File: config.mk
export PLATFORM = sky130hd
export DESIGN_NAME = ddr3_read_arbiter
export DESIGN_NICKNAME = d
export VERILOG_FILES = /design/src/rtl/ddr3_arb_pkg.sv /design/src/rtl/ddr3_arb_tag_fifo.sv /design/src/rtl/ddr3_read_arbiter.sv
export SDC_FILE = /design/constraint.sdc
export NUM_CORES = 1
export LEC_CHECK = 0
export ABC_AREA = 1
export CAP_MARGIN = 30
export CORE_AREA = 2 2 340 342
export CTS_BUF_LIST = sky130_fd_sc_hd__clkbuf_4 sky130_fd_sc_hd__clkbuf_8
export DETAILED_ROUTE_END_ITERATION = 8
export DIE_AREA = 0 0 342 344
export GPL_TIMING_DRIVEN = 0
export PLACE_DENSITY = 0.4
export SETUP_SLACK_MARGIN = 0.02
export SLEW_MARGIN = 20
export SYNTH_ARGS = -nofsm -noshare
export SYNTH_HDL_FRONTEND = slang
export SYNTH_HIERARCHICAL = 1
export SYNTH_SLANG_ARGS = --single-unit
File: constraint.sdc
create_clock -name clk -period 3.6 [get_ports clk]
set_input_delay 0.9 -clock clk [delete_from_list [all_inputs] [get_ports clk]]
set_output_delay 0.9 -clock clk [all_outputs]
set_load 0.01 [all_outputs]
File: src/rtl/ddr3_arb_pkg.sv
// Shared types and default widths for the two-requester DDR3 read arbiter.
// The optional performance counters are enabled with the DDR3_ARB_PERF_EN macro.
package ddr3_arb_pkg;

    // Requester identity carried with each issued read (0: block matching, 1: display)
    typedef logic [0:0] req_id_t;

    // Occupancy of the single address issue register
    typedef enum logic {
        ST_EMPTY = 1'b0,
        ST_FULL  = 1'b1
    } issue_state_t;

    localparam int ADDR_W_DEF = 29;
    localparam int DATA_W_DEF = 256;

endpackage

File: src/rtl/ddr3_arb_tag_fifo.sv
// Requester-ID tag FIFO: remembers which requester each in-flight read belongs to,
// so returned beats can be routed in issue order. Push and pop may share a cycle.
module ddr3_arb_tag_fifo
    import ddr3_arb_pkg::*;
#(
    parameter int DEPTH = 16
) (
    input  logic    clk,
    input  logic    reset_n,
    input  logic    push,
    input  req_id_t push_id,
    input  logic    pop,
    output req_id_t pop_id,
    output logic    full,
    output logic    empty
);

    localparam int AW = $clog2(DEPTH);
    localparam int PW = AW + 1;

    req_id_t       mem [DEPTH];
    logic [PW-1:0] wr_ptr;
    logic [PW-1:0] rd_ptr;
    logic          do_push;
    logic          do_pop;

    // The extra pointer MSB tells a full FIFO apart from an empty one
    assign empty   = (wr_ptr == rd_ptr);
    assign full    = (wr_ptr[PW-1] != rd_ptr[PW-1]) && (wr_ptr[AW-1:0] == rd_ptr[AW-1:0]);
    assign do_pop  = pop & ~empty;
    assign do_push = push & (~full | do_pop);
    assign pop_id  = mem[rd_ptr[AW-1:0]];

    // Pointer update; reset discards every stored tag
    always_ff @(posedge clk) begin
        if (!reset_n) begin
            wr_ptr <= '0;
            rd_ptr <= '0;
        end else begin
            if (do_push) wr_ptr <= wr_ptr + 1'b1;
            if (do_pop)  rd_ptr <= rd_ptr + 1'b1;
        end
    end

    // Tag storage, written on push only
    always_ff @(posedge clk) begin
        if (do_push) mem[wr_ptr[AW-1:0]] <= push_id;
    end

endmodule

File: src/rtl/ddr3_read_arbiter.sv
// Round-robin arbiter sharing one DDR3 read port between two requesters.
// Registered address issue stage, outstanding-read limit and in-order beat routing.
// Define DDR3_ARB_PERF_EN to add the perf_grants0/perf_grants1/perf_stall counters.
module ddr3_read_arbiter
    import ddr3_arb_pkg::*;
#(
    parameter int ADDR_W  = ADDR_W_DEF,
    parameter int DATA_W  = DATA_W_DEF,
    parameter int MAX_OUT = 16
) (
    input  logic                       clk,
    input  logic                       reset_n,
    input  logic [ADDR_W-1:0]          req0_addr_data,
    input  logic                       req0_addr_valid,
    output logic                       req0_addr_ready,
    input  logic [ADDR_W-1:0]          req1_addr_data,
    input  logic                       req1_addr_valid,
    output logic                       req1_addr_ready,
    output logic [ADDR_W-1:0]          mem_addr_data,
    output logic                       mem_addr_valid,
    input  logic                       mem_addr_ready,
    input  logic [DATA_W-1:0]          mem_rdata_data,
    input  logic                       mem_rdata_valid,
    output logic [DATA_W-1:0]          rsp0_data,
    output logic                       rsp0_valid,
    output logic [DATA_W-1:0]          rsp1_data,
    output logic                       rsp1_valid,
    output logic [$clog2(MAX_OUT):0]   outstanding,
`ifdef DDR3_ARB_PERF_EN
    output logic [31:0]                perf_grants0,
    output logic [31:0]                perf_grants1,
    output logic [31:0]                perf_stall,
`endif
    output logic                       err_unexpected
);

    localparam int OW = $clog2(MAX_OUT) + 1;

    issue_state_t      state_q;
    issue_state_t      state_d;
    req_id_t           last_grant;
    req_id_t           grant;
    req_id_t           id_p0;
    req_id_t           pop_id;
    logic              held;
    logic              mem_hs;
    logic              room;
    logic              can_accept;
    logic              accept;
    logic              pop;
    logic              fifo_full;
    logic              fifo_empty;
    logic [DATA_W-1:0] rdata_p1;

    // Issue register and limit: the held address counts against the in-flight budget
    assign held           = (state_q == ST_FULL);
    assign mem_addr_valid = held & ~fifo_full;
    assign mem_hs         = mem_addr_valid & mem_addr_ready;
    assign room           = ({1'b0, outstanding} + (OW+1)'(held)) < (OW+1)'(MAX_OUT);
    assign can_accept     = reset_n & (~held | mem_hs) & room;
    assign pop            = mem_rdata_valid & ~fifo_empty;

    // Round-robin grant: a lone requester wins, otherwise the one not served last
    always_comb begin
        grant = ~last_grant;
        if (req0_addr_valid && !req1_addr_valid) grant = 1'b0;
        else if (req1_addr_valid && !req0_addr_valid) grant = 1'b1;
    end

    assign req0_addr_ready = can_accept & (grant == 1'b0);
    assign req1_addr_ready = can_accept & (grant == 1'b1);
    assign accept          = (req0_addr_ready & req0_addr_valid) | (req1_addr_ready & req1_addr_valid);

    // Issue register next state: a new accept refills it, a bare handshake drains it
    always_comb begin
        state_d = state_q;
        if (accept) state_d = ST_FULL;
        else if (mem_hs) state_d = ST_EMPTY;
    end

    // Issue-stage control: occupancy and the round-robin pointer
    always_ff @(posedge clk) begin
        if (!reset_n) begin
            state_q    <= ST_EMPTY;
            last_grant <= 1'b1;
        end else begin
            state_q <= state_d;
            if (accept) last_grant <= grant;
        end
    end

    // ---- stage p0: address and requester tag captured on accept
    always_ff @(posedge clk) begin
        if (accept) begin
            mem_addr_data <= grant ? req1_addr_data : req0_addr_data;
            id_p0         <= grant;
        end
    end

    ddr3_arb_tag_fifo #(
        .DEPTH (MAX_OUT)
    ) u_tag_fifo (
        .clk     (clk),
        .reset_n (reset_n),
        .push    (mem_hs),
        .push_id (id_p0),
        .pop     (pop),
        .pop_id  (pop_id),
        .full    (fifo_full),
        .empty   (fifo_empty)
    );

    // In-flight count follows pushes and pops; a simultaneous pair cancels
    always_ff @(posedge clk) begin
        if (!reset_n) begin
            outstanding <= '0;
        end else begin
            case ({mem_hs, pop})
                2'b10:   outstanding <= outstanding + 1'b1;
                2'b01:   outstanding <= outstanding - 1'b1;
                default: outstanding <= outstanding;
            endcase
        end
    end

    // ---- stage p1: response valids routed by tag, sticky error for untagged beats
    always_ff @(posedge clk) begin
        if (!reset_n) begin
            rsp0_valid     <= 1'b0;
            rsp1_valid     <= 1'b0;
            err_unexpected <= 1'b0;
        end else begin
            rsp0_valid     <= pop & (pop_id == 1'b0);
            rsp1_valid     <= pop & (pop_id == 1'b1);
            err_unexpected <= err_unexpected | (mem_rdata_valid & fifo_empty);
        end
    end

    // ---- stage p1: returned beat data, shared by both response ports
    always_ff @(posedge clk) begin
        rdata_p1 <= mem_rdata_data;
    end

    assign rsp0_data = rdata_p1;
    assign rsp1_data = rdata_p1;

`ifdef DDR3_ARB_PERF_EN
    // Handshake counts per requester and cycles where a request waited unserved
    always_ff @(posedge clk) begin
        if (!reset_n) begin
            perf_grants0 <= '0;
            perf_grants1 <= '0;
            perf_stall   <= '0;
        end else begin
            if (mem_hs && id_p0 == 1'b0) perf_grants0 <= perf_grants0 + 1'b1;
            if (mem_hs && id_p0 == 1'b1) perf_grants1 <= perf_grants1 + 1'b1;
            if ((req0_addr_valid | req1_addr_valid) && !(req0_addr_ready | req1_addr_ready))
                perf_stall <= perf_stall + 1'b1;
        end
    end
`endif

endmodule
Word level (Yosys, flattened, before mapping). Memories as Yosys holds them, arrays and structs flattened. A register that Yosys moved wholly into a read port is not among the register bits. Cells that the tools add are included.

Memory bits (read-only): 0. Logic and storage cells: 64. Bits in registers: 306. Bits in writable memories: 16. Latch bits: 0. Memories: 1.

Divide/modulo/power cells: 0. Eq/ne operators: 5. Reduce and logical (&&, ||, !) cells: 7. Add/sub/neg operators: 5. Magnitude comparators: 1. Shift operators: 0. Multipliers: 0. Multiplexer cells: 10. Bitwise gates (word level): 24.

Memories: u_tag_fifo.mem (words 16, width 1, read ports 1, clocked after memory_dff 1, write ports 1, RTL line ddr3_arb_tag_fifo.sv:21) `req_id_t mem [DEPTH];`.

Operator list (count): 29-bit two-way mux (1); 5-bit by 1-bit adder with 5-bit output, second input constant (3); 1-bit AND (14); 5-bit case mux with 2 select lines (1); 4-bit two-way mux (2); 5-bit by 1-bit adder with 6-bit output (1); 6-bit by 5-bit < comparator with 1-bit output, second input constant (1); 1-bit two-way mux (6); 1-bit NOT (6); 5-bit == test (1); 5-bit by 1-bit subtractor with 5-bit output, second input constant (1); 4-bit == test (1); 1-bit bitwise OR (4); 2-bit nonzero test (2); 1-bit logical AND (3); 2-bit by 1-bit == test with 1-bit output, second input constant (1); 2-bit == test, second input constant (1); 1-bit logical NOT (2); 1-bit != test (1).

Depth between registers and ports, before layout. Gate-level depths: netlist of run 1.

Depth after elaboration: 12. Gate-level depth with buffers: 20.

Hierarchy. The synthesis of run 1 kept the hierarchy.

Modules (own cells, without submodules): ddr3_read_arbiter (cells an instance 727, area an instance 8961.1 µm², seq. area each 6226.0 µm², times used 1); ddr3_arb_tag_fifo (cells an instance 168, area an instance 1491.4 µm², seq. area each 760.7 µm², times used 1).

Worst setup path after synthesis of run 1. No wires, ideal clock.

Path type: reg-to-reg. Start point: register u_tag_fifo.wr_ptr[0]. End point: register outstanding[4]. Data required time: 3476 ps. Cell stages (with the launch flop): 20. Arrival: 2288 ps. Setup slack: 1188 ps. Path through: dfxtp_1 inv_1 nand2_1 nand2_1 nor2_4 nand2_1 nor2_1 nor2_1 nand2_1 ha_1 inv_1 fa_1 inv_1 nand2_1 nand2_1 nand2_1 nand2_1 nand2_1 nand2_1 a21oi_1.

Cells in the longest elaborated chain, start to end: 7. Elaborated cells between the ends (all ways): 12. Those cells by class: eq/ne (4); mux (1); bitwise (5); reduce/logical (2).

RTL lines: start: declaration (RTL line ddr3_arb_tag_fifo.sv:22) `logic [PW-1:0] wr_ptr;`; start signal: assignment (RTL line ddr3_arb_tag_fifo.sv:40) `if (do_push) wr_ptr <= wr_ptr + 1'b1;`; 4-bit == test * (RTL line ddr3_arb_tag_fifo.sv:29) `assign full = (wr_ptr[PW-1] != rd_ptr[PW-1]) && (wr_ptr[AW-1:0] == rd_ptr[AW-1:0]);`; 1-bit logical AND * (RTL line ddr3_arb_tag_fifo.sv:29); via fifo_full (RTL line ddr3_read_arbiter.sv:51) `logic fifo_full;`; 1-bit NOT * (RTL line ddr3_read_arbiter.sv:57) `assign mem_addr_valid = held & ~fifo_full;`; 1-bit AND * (RTL line ddr3_read_arbiter.sv:57); via mem_addr_valid (RTL line ddr3_read_arbiter.sv:20) `output logic mem_addr_valid,`; 1-bit AND * (RTL line ddr3_read_arbiter.sv:58) `assign mem_hs = mem_addr_valid & mem_addr_ready;`; 2-bit by 1-bit == test with 1-bit output / 2-bit == test (equally long branches) (RTL line ddr3_read_arbiter.sv:118) `case ({mem_hs, pop})`; 5-bit case mux with 2 select lines / 2-bit nonzero test (equally long branches); end signal: assignment (RTL line ddr3_read_arbiter.sv:119) `2'b10: outstanding <= outstanding + 1'b1;`; end signal: assignment (RTL line ddr3_read_arbiter.sv:120) `2'b01: outstanding <= outstanding - 1'b1;`; end signal: assignment (RTL line ddr3_read_arbiter.sv:121) `default: outstanding <= outstanding;`; end: declaration (RTL line ddr3_read_arbiter.sv:28) `output logic [$clog2(MAX_OUT):0] outstanding,`.

The timed path passes the listed nets; every way through them passes the cells marked *. A chain may end at the register's enable or synchronous reset.

Worst setup path after layout of run 1.
Start point: register u_tag_fifo.wr_ptr[2]. End point: output port mem_addr_valid.

Cells in the longest elaborated chain, start to end: 4.

RTL lines (RTL line): 4-bit == test (ddr3_arb_tag_fifo.sv:29); 1-bit logical AND (ddr3_arb_tag_fifo.sv:29); via fifo_full (ddr3_read_arbiter.sv:51); 1-bit NOT (ddr3_read_arbiter.sv:57); 1-bit AND (ddr3_read_arbiter.sv:57); end: declaration (ddr3_read_arbiter.sv:20).

The timed path passes the listed nets, and every way through them passes these cells.

==> implementation parameters, run 1 <==
Parameter                              Value

Die
  Die Footprint ... 0.118 mm²
  Total core area ... 0.114 mm²
  Chip height ... approximately 340 µm
  Initial cell density of the core ... 0.0918
  Die extent in x ... 342 µm
  # rows ... 124
  I/O pin total ... 872

Global route
  Initial antenna violation count ... 5
  Wire length of the first global-routing pass ... between 80 and 90 mm
  Pin count of the biggest net entering global routing ... 31
  Overall overflow remaining after global route ... 0
  Vias in the first global route ... 9555
  Total routing usage reported by global routing ... 0.111

Min path
  Type of the worst min-delay path ... flop to flop
  Source of the worst hold timing path ... last_grant

Critical path
  Capture point of the critical path ... mem_addr_valid
  Setup crit start kind ... flop
  Number of cells on the worst reg-to-reg path ... 20
  Slowest cell on the critical path ... clkdlybuf4s50_1
  Crit Reg-Reg Endpoint ... outstanding[4]
  Largest driver fanout on the critical path ... 8
  Register-to-Register Setup Slack ... between 1 and 1.5 ns
  Family with the most delay on the worst path ... buffers and inverters
  Setup crit end kind ... primary output
  Data required time at the worst endpoint ... 2.70 ns
  Delay contributed by the slowest stage of the critical path ... ~0.65 ns
  Critical path launch point ... u_tag_fifo/wr_ptr[2]
  Launch instance of the worst register-to-register path ... u_tag_fifo/wr_ptr[2]
  Signal arrival time at the worst endpoint ... 2.38 ns
  Worst path cell trace ... buf_4 -> inv_2 -> nand2_1 -> nand2_2 -> nor2_4 -> nand2_1 -> nor2_4 -> nor2_1 -> clkdlybuf4s50_1
  Buffer and inverter count on the worst path ... 3
  Kind of critical path ... flop to primary output
  WP depth ... 9

Clock tree
  Number of setup buffers added after CTS ... 0
  Total number of H-tree levels ... 3
  CTS tree ... built
  Number of buffers created by CTS ... 68
  Buffers from clock root to sink, at most ... 3
  Clock sink count ... between 300 and 400
  Clock-pin slew on the worst setup and hold paths ... 0.05 ns
  Clock Root Buffer ... clkbuf_8
  Clock insertion delay at the later pin of the skew report ... 0.67 ns

STA
  Hold Fails Final Rpt ... 0
  Clock period minus worst slack ... between 3 and 4 ns
  RSZ-0062 raised after global routing ... false
  Measured slew at the worst slew-check pin ... 0.769 ns
  Total negative slack ... 0 ns
  Worst slew margin ... 0.486
  Final-report max-slew violation count ... 0
  Fraction of the cycle the final worst path needs ... 0.910
  Setup violation total in the final timing report ... 0
  Worst hold margin ... 0.516 ns
  Slack of the critical path ... 0.323 ns
  Setup Skew ... between 0.03 and 0.04 ns
  Achievable Freq ... approximately 310 MHz

Power and ir drop
  Power spent charging and discharging nets ... 2680 µW
  Fraction of power consumed by the clock network ... 0.412
  Cell internal power dissipation ... 7250 µW
  Power density normalized to cell area ... 442 mW/mm²
  Switch share ... 0.270
  Static Leakage ... 0.00900 µW
  Peak supply drop ... 0.228 mV
  Sequential cell fraction of total power ... 0.410
  Combinational cell fraction of total power ... 0.178
  Tot Pwr ... 9930 µW

Cells and area
  Multi-input gate area in the final layout ... 0.00134 mm²
  Layout area overhead ... 115%
  Final net count ... roughly 2200
  Sequential cell area ... 0.00699 mm²
  Summed area of non-filler cells in the final layout ... 0.0225 mm²
  Share of final-layout standard cells stronger than drive strength 1 ... 0.219
  Filler Cells Inserted ... about 13000

Yosys
  Sequential area share after synthesis ... 0.668
  Total nets after synthesis ... approximately 1200
  Gate count of the mapped netlist ... 895
  Synth warnings ... 6
  Total standard cell area after synthesis ... 0.0105 mm²
  FF+latch count, synth ... 326
  Number of distinct standard cells referenced by the synthesized netlist ... 31
  Avg Inst Size Synth ... 11.7 µm²

Detailed routing
  Routed WL per cell ... slightly above 20 µm
  Residual DRC count ... 0
  Via count ... 9238
  Per-cell via count in the routed design ... 2.72
  Antenna viol nets, final ... 0
  Total iterations of the first detailed-routing run ... 6
  Starting DRC count in detailed routing ... between 200 and 300
  Total wire length ... 68.9 mm

Run status
  Status ... completed

Placement
  Final weighted congestion in routability-driven placement ... roughly 0.78
  Instance area after placement ... roughly 0.021 mm²
  Port bufs ... just under 900
  Post-detailed-placement half-perimeter wirelength ... 59.5 mm
  Dpl ws ... -0.349 ns

Job
  Total of max-cap violations ... 0
==> worst min path at each step <==
stage	endpoint	slack (ns)	cells after the start
global placement	last_grant	0.50	2
finish	last_grant	0.52	2
global route	last_grant	0.54	2
detailed placement	last_grant	0.51	2
CTS	last_grant	0.52	2
floorplan	last_grant	0.47	2
==> logic make-up (layout without fill, tap and decap cells) <==
family	Yosys count	in the layout	share of synthesized area
AO/OA/AOI/OAI	35	35	0.0192
XOR/XNOR	8	8	0.00742
adder cells (fa/ha/maj)	10	10	0.0127
buffers and inverters	301	1290	0.204
flip-flops	326	326	0.668
other	0	3	0
AND/OR/NAND/NOR	215	215	0.0882
==> power by group through the flow <==
stage / Sequential (µW) / Clock [µW] / Combinational, µW
after floorplan: 4170 / 0 / 435
after global placement: 4160 / 0 / 1810
after detailed placement: 4160 / 0 / 1800
after CTS: 4080 / 4320 / 1810
after global routing: 4100 / 4470 / 1870
final: 4080 / 4090 / 1760
==> stage by stage <==
stage	util	instances
after floorplan	-	895
after global placement	0.185	3278
after detailed placement	0.185	3278
after CTS	0.197	3396
after global routing	0.197	3397
final	0.197	3399
==> placed cells by master, fill, tap and decap left out, types with 3 or more instances in the layout <==
master | Yosys | final
clkdlybuf4s50_1 | 0 | 868
dfxtp_1 | 280 | 276
buf_4 | 260 | 260
nand2_1 | 132 | 132
clkbuf_8 | 0 | 77
nor2_1 | 49 | 48
edfxtp_1 | 46 | 46
inv_1 | 32 | 31
clkbuf_4 | 0 | 23
o21ai_0 | 14 | 14
a21oi_1 | 13 | 13
nand3_1 | 12 | 12
ha_1 | 9 | 9
nand2_2 | 8 | 8
clkinv_2 | 0 | 6
nor2_4 | 4 | 5
inv_2 | 4 | 5
clkinvlp_4 | 0 | 5
o211ai_1 | 4 | 4
xor2_1 | 4 | 4
dfxtp_2 | 0 | 4
diode_2 | 0 | 3
buf_6 | 3 | 3
xnor2_1 | 3 | 3
clkinv_1 | 0 | 3
==> flip-flops by register name, indices dropped and copies added, names as in the netlist, named ones only <==
signal and flops:
last_grant 1, rsp0_data 256, rsp1_valid 1, mem_addr_data 29, err_unexpected 1, u_tag_fifo/rd_ptr 5, u_tag_fifo/mem 16, id_p0 1
outstanding 5, rsp0_valid 1, u_tag_fifo/wr_ptr 5, held 1
==> metal layers <==
layer,track usage,vias to the layer above,routed length [µm]
met5,0.00441,-,72
met2,0.171,601,30800
met3,0.0550,83,8020
met4,0.0535,2,2910
li1,-,4463,-
met1,0.128,4089,27100
==> cell usage after synthesis <==
library cell  instances  share of area
a21oi_1              13         0.0062
a21oi_2               1        0.00084
buf_4               260           0.19
buf_6                 3         0.0032
dfxtp_1             280           0.54
edfxtp_1             46           0.13
fa_1                  1         0.0019
ha_1                  9          0.011
inv_1                32          0.011
inv_2                 4         0.0014
inv_4                 2         0.0012
nand2_1             132          0.047
nand2_2               8         0.0048
nand2_4               1         0.0011
nand3_1              12         0.0057
nand3_2               1        0.00096
nand3b_1              1        0.00072
nand4_1               2         0.0012
nand4_4               1         0.0020
nor2_1               49          0.018
nor2_2                2         0.0012
nor2_4                4         0.0043
o211ai_1              4         0.0029
o21ai_0              14         0.0067
o21ai_1               2        0.00096
o21ai_4               1         0.0016
or2_1                 1        0.00060
or2_2                 1        0.00060
xnor2_1               3         0.0025
xnor2_2               1         0.0016
xor2_1                4         0.0034
==> worst register-to-register path, cell delays in order (launching register included) <==
cell     delay [ns]
dfxtp_1        0.30
buf_4          0.16
inv_2          0.06
nand2_1        0.08
nand2_2        0.07
nor2_4         0.15
nand2_1        0.10
nor2_4         0.13
nor2_1         0.10
nand2_1        0.10
ha_1           0.28
inv_1          0.11
fa_1           0.42
inv_1          0.07
nand2_1        0.05
nand2_1        0.07
nand2_1        0.05
nand2_1        0.05
nand2_1        0.04
nand2_1        0.05
a21oi_1        0.05
==> area by class of cell <==
type / count / share of cell area
inverter: 38 / 0.00657
tap: 1512 / 0.0842
buffer: 263 / 0.0884
clock buffer: 100 / 0.0549
sequential: 326 / 0.311
antenna: 3 / 0.000334
timing repair buffer: 871 / 0.388
multi-input combinational: 268 / 0.0596
clock inverter: 18 / 0.00657
==> repair_timing <==
| item | in CTS | in global routing |
|---|---|---|
| hold buffers | 0 | 0 |
| gates resized for setup | 6 | 5 |
| endpoints found under the setup margin | 3 | 2 |
(Power assumes the default switching activity.)
==> run 2, diff against run 1 <==
==> constraint.sdc (replaced) <==
create_clock -name clk -period 4 [get_ports clk]
set_input_delay 1 -clock clk [delete_from_list [all_inputs] [get_ports clk]]
set_output_delay 1 -clock clk [all_outputs]
set_load 0.01 [all_outputs]
==> run 2 against run 1 <==
Against the previous run:
- combinational power down 9.7%
- register-to-register slack improved by 0.20 ns
- global-route usage about the same
- largest power group unchanged
==> implementation parameters, run 2 (synthesized netlist as in run 1, its figures left out) <==
Parameter                              Value

Die
  Die Footprint ... 0.118 mm² (unchanged)
  Die extent in x ... 342 µm (unchanged)
  # rows ... 124 (unchanged)
  Total core area ... 0.114 mm² (unchanged)
  Initial cell density of the core ... 0.0918 (unchanged)
  Chip height ... 344 µm (unchanged)
  I/O pin total ... 872 (unchanged)

Clock tree
  Clock insertion delay at the later pin of the skew report ... 0.67 ns (about the same)
  CTS tree ... built
  Clock Root Buffer ... clkbuf_8
  Clock sink count ... 326 (unchanged)
  Number of setup buffers added after CTS ... 0 (unchanged)
  Post-cts gate resize count ... 1 (-5)
  Buffers from clock root to sink, at most ... 3 (unchanged)
  Number of buffers created by CTS ... 68 (unchanged)
  Hold_buf cts ... 0 (unchanged)
  Total number of H-tree levels ... 3 (unchanged)
  Clock-pin slew on the worst setup and hold paths ... 0.05 ns (about the same)

Critical path
  Slowest cell on the critical path ... clkdlybuf4s50_1
  Kind of critical path ... input pin to primary output
  Signal arrival time at the worst endpoint ... 2.80 ns (+0.42 ns)
  Worst path cell trace ... dlygate4sd2_1 -> inv_1 -> nor2_4 -> nand3_1 -> nor2_2 -> clkdlybuf4s50_1
  Delay contributed by the slowest stage of the critical path ... 0.59 ns (-0.06 ns)
  Setup crit end kind ... primary output
  Data required time at the worst endpoint ... 3.00 ns (+0.30 ns)
  Largest driver fanout on the critical path ... 10 (+2)
  Setup crit start kind ... input pin
  Family with the most delay on the worst path ... buffers and inverters
  Buffer and inverter count on the worst path ... 3 (unchanged)

Global route
  Total routing usage reported by global routing ... 0.111 (about the same)
  Pin count of the biggest net entering global routing ... 31 (unchanged)
  Initial antenna violation count ... 5 (unchanged)
  Overall overflow remaining after global route ... 0 (unchanged)
  Vias in the first global route ... 9540 (-0.16%)
  Wire length of the first global-routing pass ... 86.3 mm (about the same)

Job
  Total of max-cap violations ... 0 (unchanged)

Detailed routing
  Per-cell via count in the routed design ... 2.72 (about the same)
  Routed WL per cell ... 20.3 µm (about the same)
  Residual DRC count ... 0 (unchanged)
  Antenna viol nets, final ... 0 (unchanged)
  Total iterations of the first detailed-routing run ... 6 (unchanged)
  Via count ... 9235 (-0.032%)
  Total wire length ... 68.9 mm (about the same)
  Starting DRC count in detailed routing ... 271 (-2.2%)

STA
  Achievable Freq ... 263 MHz
  RSZ-0062 raised after global routing ... false
  Worst slew margin ... 0.486 (unchanged)
  Fraction of the cycle the final worst path needs ... 0.950
  Setup violation total in the final timing report ... 0 (unchanged)
  Final-report max-slew violation count ... 0 (unchanged)
  Clock period minus worst slack ... 3.80 ns
  Hold Fails Final Rpt ... 0 (unchanged)
  Setup Skew ... 0.0316 ns (-0.0000140 ns)
  Measured slew at the worst slew-check pin ... 0.769 ns (unchanged)

Placement
  Instance area after placement ... 0.0211 mm² (unchanged)
  Post-detailed-placement half-perimeter wirelength ... 59.5 mm (unchanged)
  Port bufs ... 871 (unchanged)
  Final weighted congestion in routability-driven placement ... 0.784 (unchanged)

Cells and area
  Summed area of non-filler cells in the final layout ... 0.0224 mm² (about the same)
  Number of flip-flops under the largest register name ... 256 (unchanged)
  Final net count ... 2166 (unchanged)
  Commonest cells after routing, fill and taps aside ... 870 x clkdlybuf4s50_1, 280 x dfxtp_1, 260 x buf_4
  Most common library cell in the layout ignoring fill and taps ... clkdlybuf4s50_1
  Layout area overhead ... 115% (about the same)
  Share of final-layout standard cells stronger than drive strength 1 ... 0.215 (-0.00318)

Power and ir drop
  Switch share ... 0.270 (about the same)
  Tot Pwr ... 8940 µW (-10%)
  Power density normalized to cell area ... 398 mW/mm² (-9.9%)
  Cell internal power dissipation ... 6530 µW (-10%)
  Fraction of power consumed by the clock network ... 0.412 (about the same)
  Combinational cell fraction of total power ... 0.178 (about the same)
  Peak supply drop ... 0.205 mV (-9.8%)
  Sequential cell fraction of total power ... 0.410 (about the same)
  Static Leakage ... 0.00898 µW (-0.22%)
  Power spent charging and discharging nets ... 2410 µW (-10%)

Min path
  Type of the worst min-delay path ... flop to flop

Run status
  Status ... completed
## run 2: changes by cell type in the layout (fill, tap and decap cells not counted)
cell,delta
dfxtp_1,+4
dfxtp_2,-4
clkdlybuf4s50_1,+2
clkdlybuf4s15_2,-1
dlymetal6s2s_1,-1
nor2_1,+1
nor2_4,-1
## run 2: area by class of cell
cell class / instances / area [µm²]
buffer: 263 / 1990
tap: 1512 / 1890
antenna: 3 / 7.51
clock inverter: 18 / 148
fill: 12500 / 91400
timing repair buffer: 871 / 8720
multi-input combinational: 268 / 1330
clock buffer: 100 / 1230
inverter: 38 / 148
sequential: 326 / 6990
## run 2: per-layer routing
metal  share of wire  vias up  track usage
met5          0.0010        -      0.00441
met1            0.40     4089        0.128
met3            0.11       82       0.0550
met2            0.45      599        0.171
met4           0.042        2       0.0535
li1                -     4463            -
## run 2: power groups by stage
stage	Sequential, µW	Combinational (µW)	Clock (µW)
finish	3670	1590	3680
global route	3690	1690	4030
CTS	3670	1630	3880
detailed placement	3740	1620	0
global placement	3740	1630	0
floorplan	3750	391	0
## run 2: worst paths after layout
check / startpoint / end / slack (ns) / cells after the start
hold reg to reg: last_grant / last_grant / 0.52 / 2
setup reg to reg: u_tag_fifo/wr_ptr[0] / outstanding[4] / 1.21 / 19
setup / recovery: reset_n / req0_addr_ready / 0.20 / 6
hold / removal: last_grant / last_grant / 0.52 / 2
## run 2: worst register-to-register path: stages (launching register included)
cell and delay [ns]:
dfxtp_1 0.45, inv_1 0.13, nand2_1 0.07, nand2_1 0.07, nor2_4 0.15, nand2_1 0.07, nor2_1 0.24, nor2_1 0.14
nand2_1 0.12, ha_1 0.28, inv_1 0.11, fa_1 0.42, inv_1 0.07, nand2_1 0.05, nand2_1 0.07, nand2_1 0.05
nand2_1 0.05, nand2_1 0.04, nand2_1 0.05, a21oi_1 0.05
## run 2: stage by stage
step	utilization	worst slack [ns]	hold slack (ns)	std cells	setup TNS, ns
after floorplan	-	1.41	0.471	895	0
after global placement	0.185	-0.179	0.500	3278	-0.281
after detailed placement	0.185	-0.149	0.509	3278	-0.218
after CTS	0.197	0.113	0.518	3396	0
after global routing	0.197	0.0358	0.542	3397	0
final	0.197	0.200	0.516	3399	0
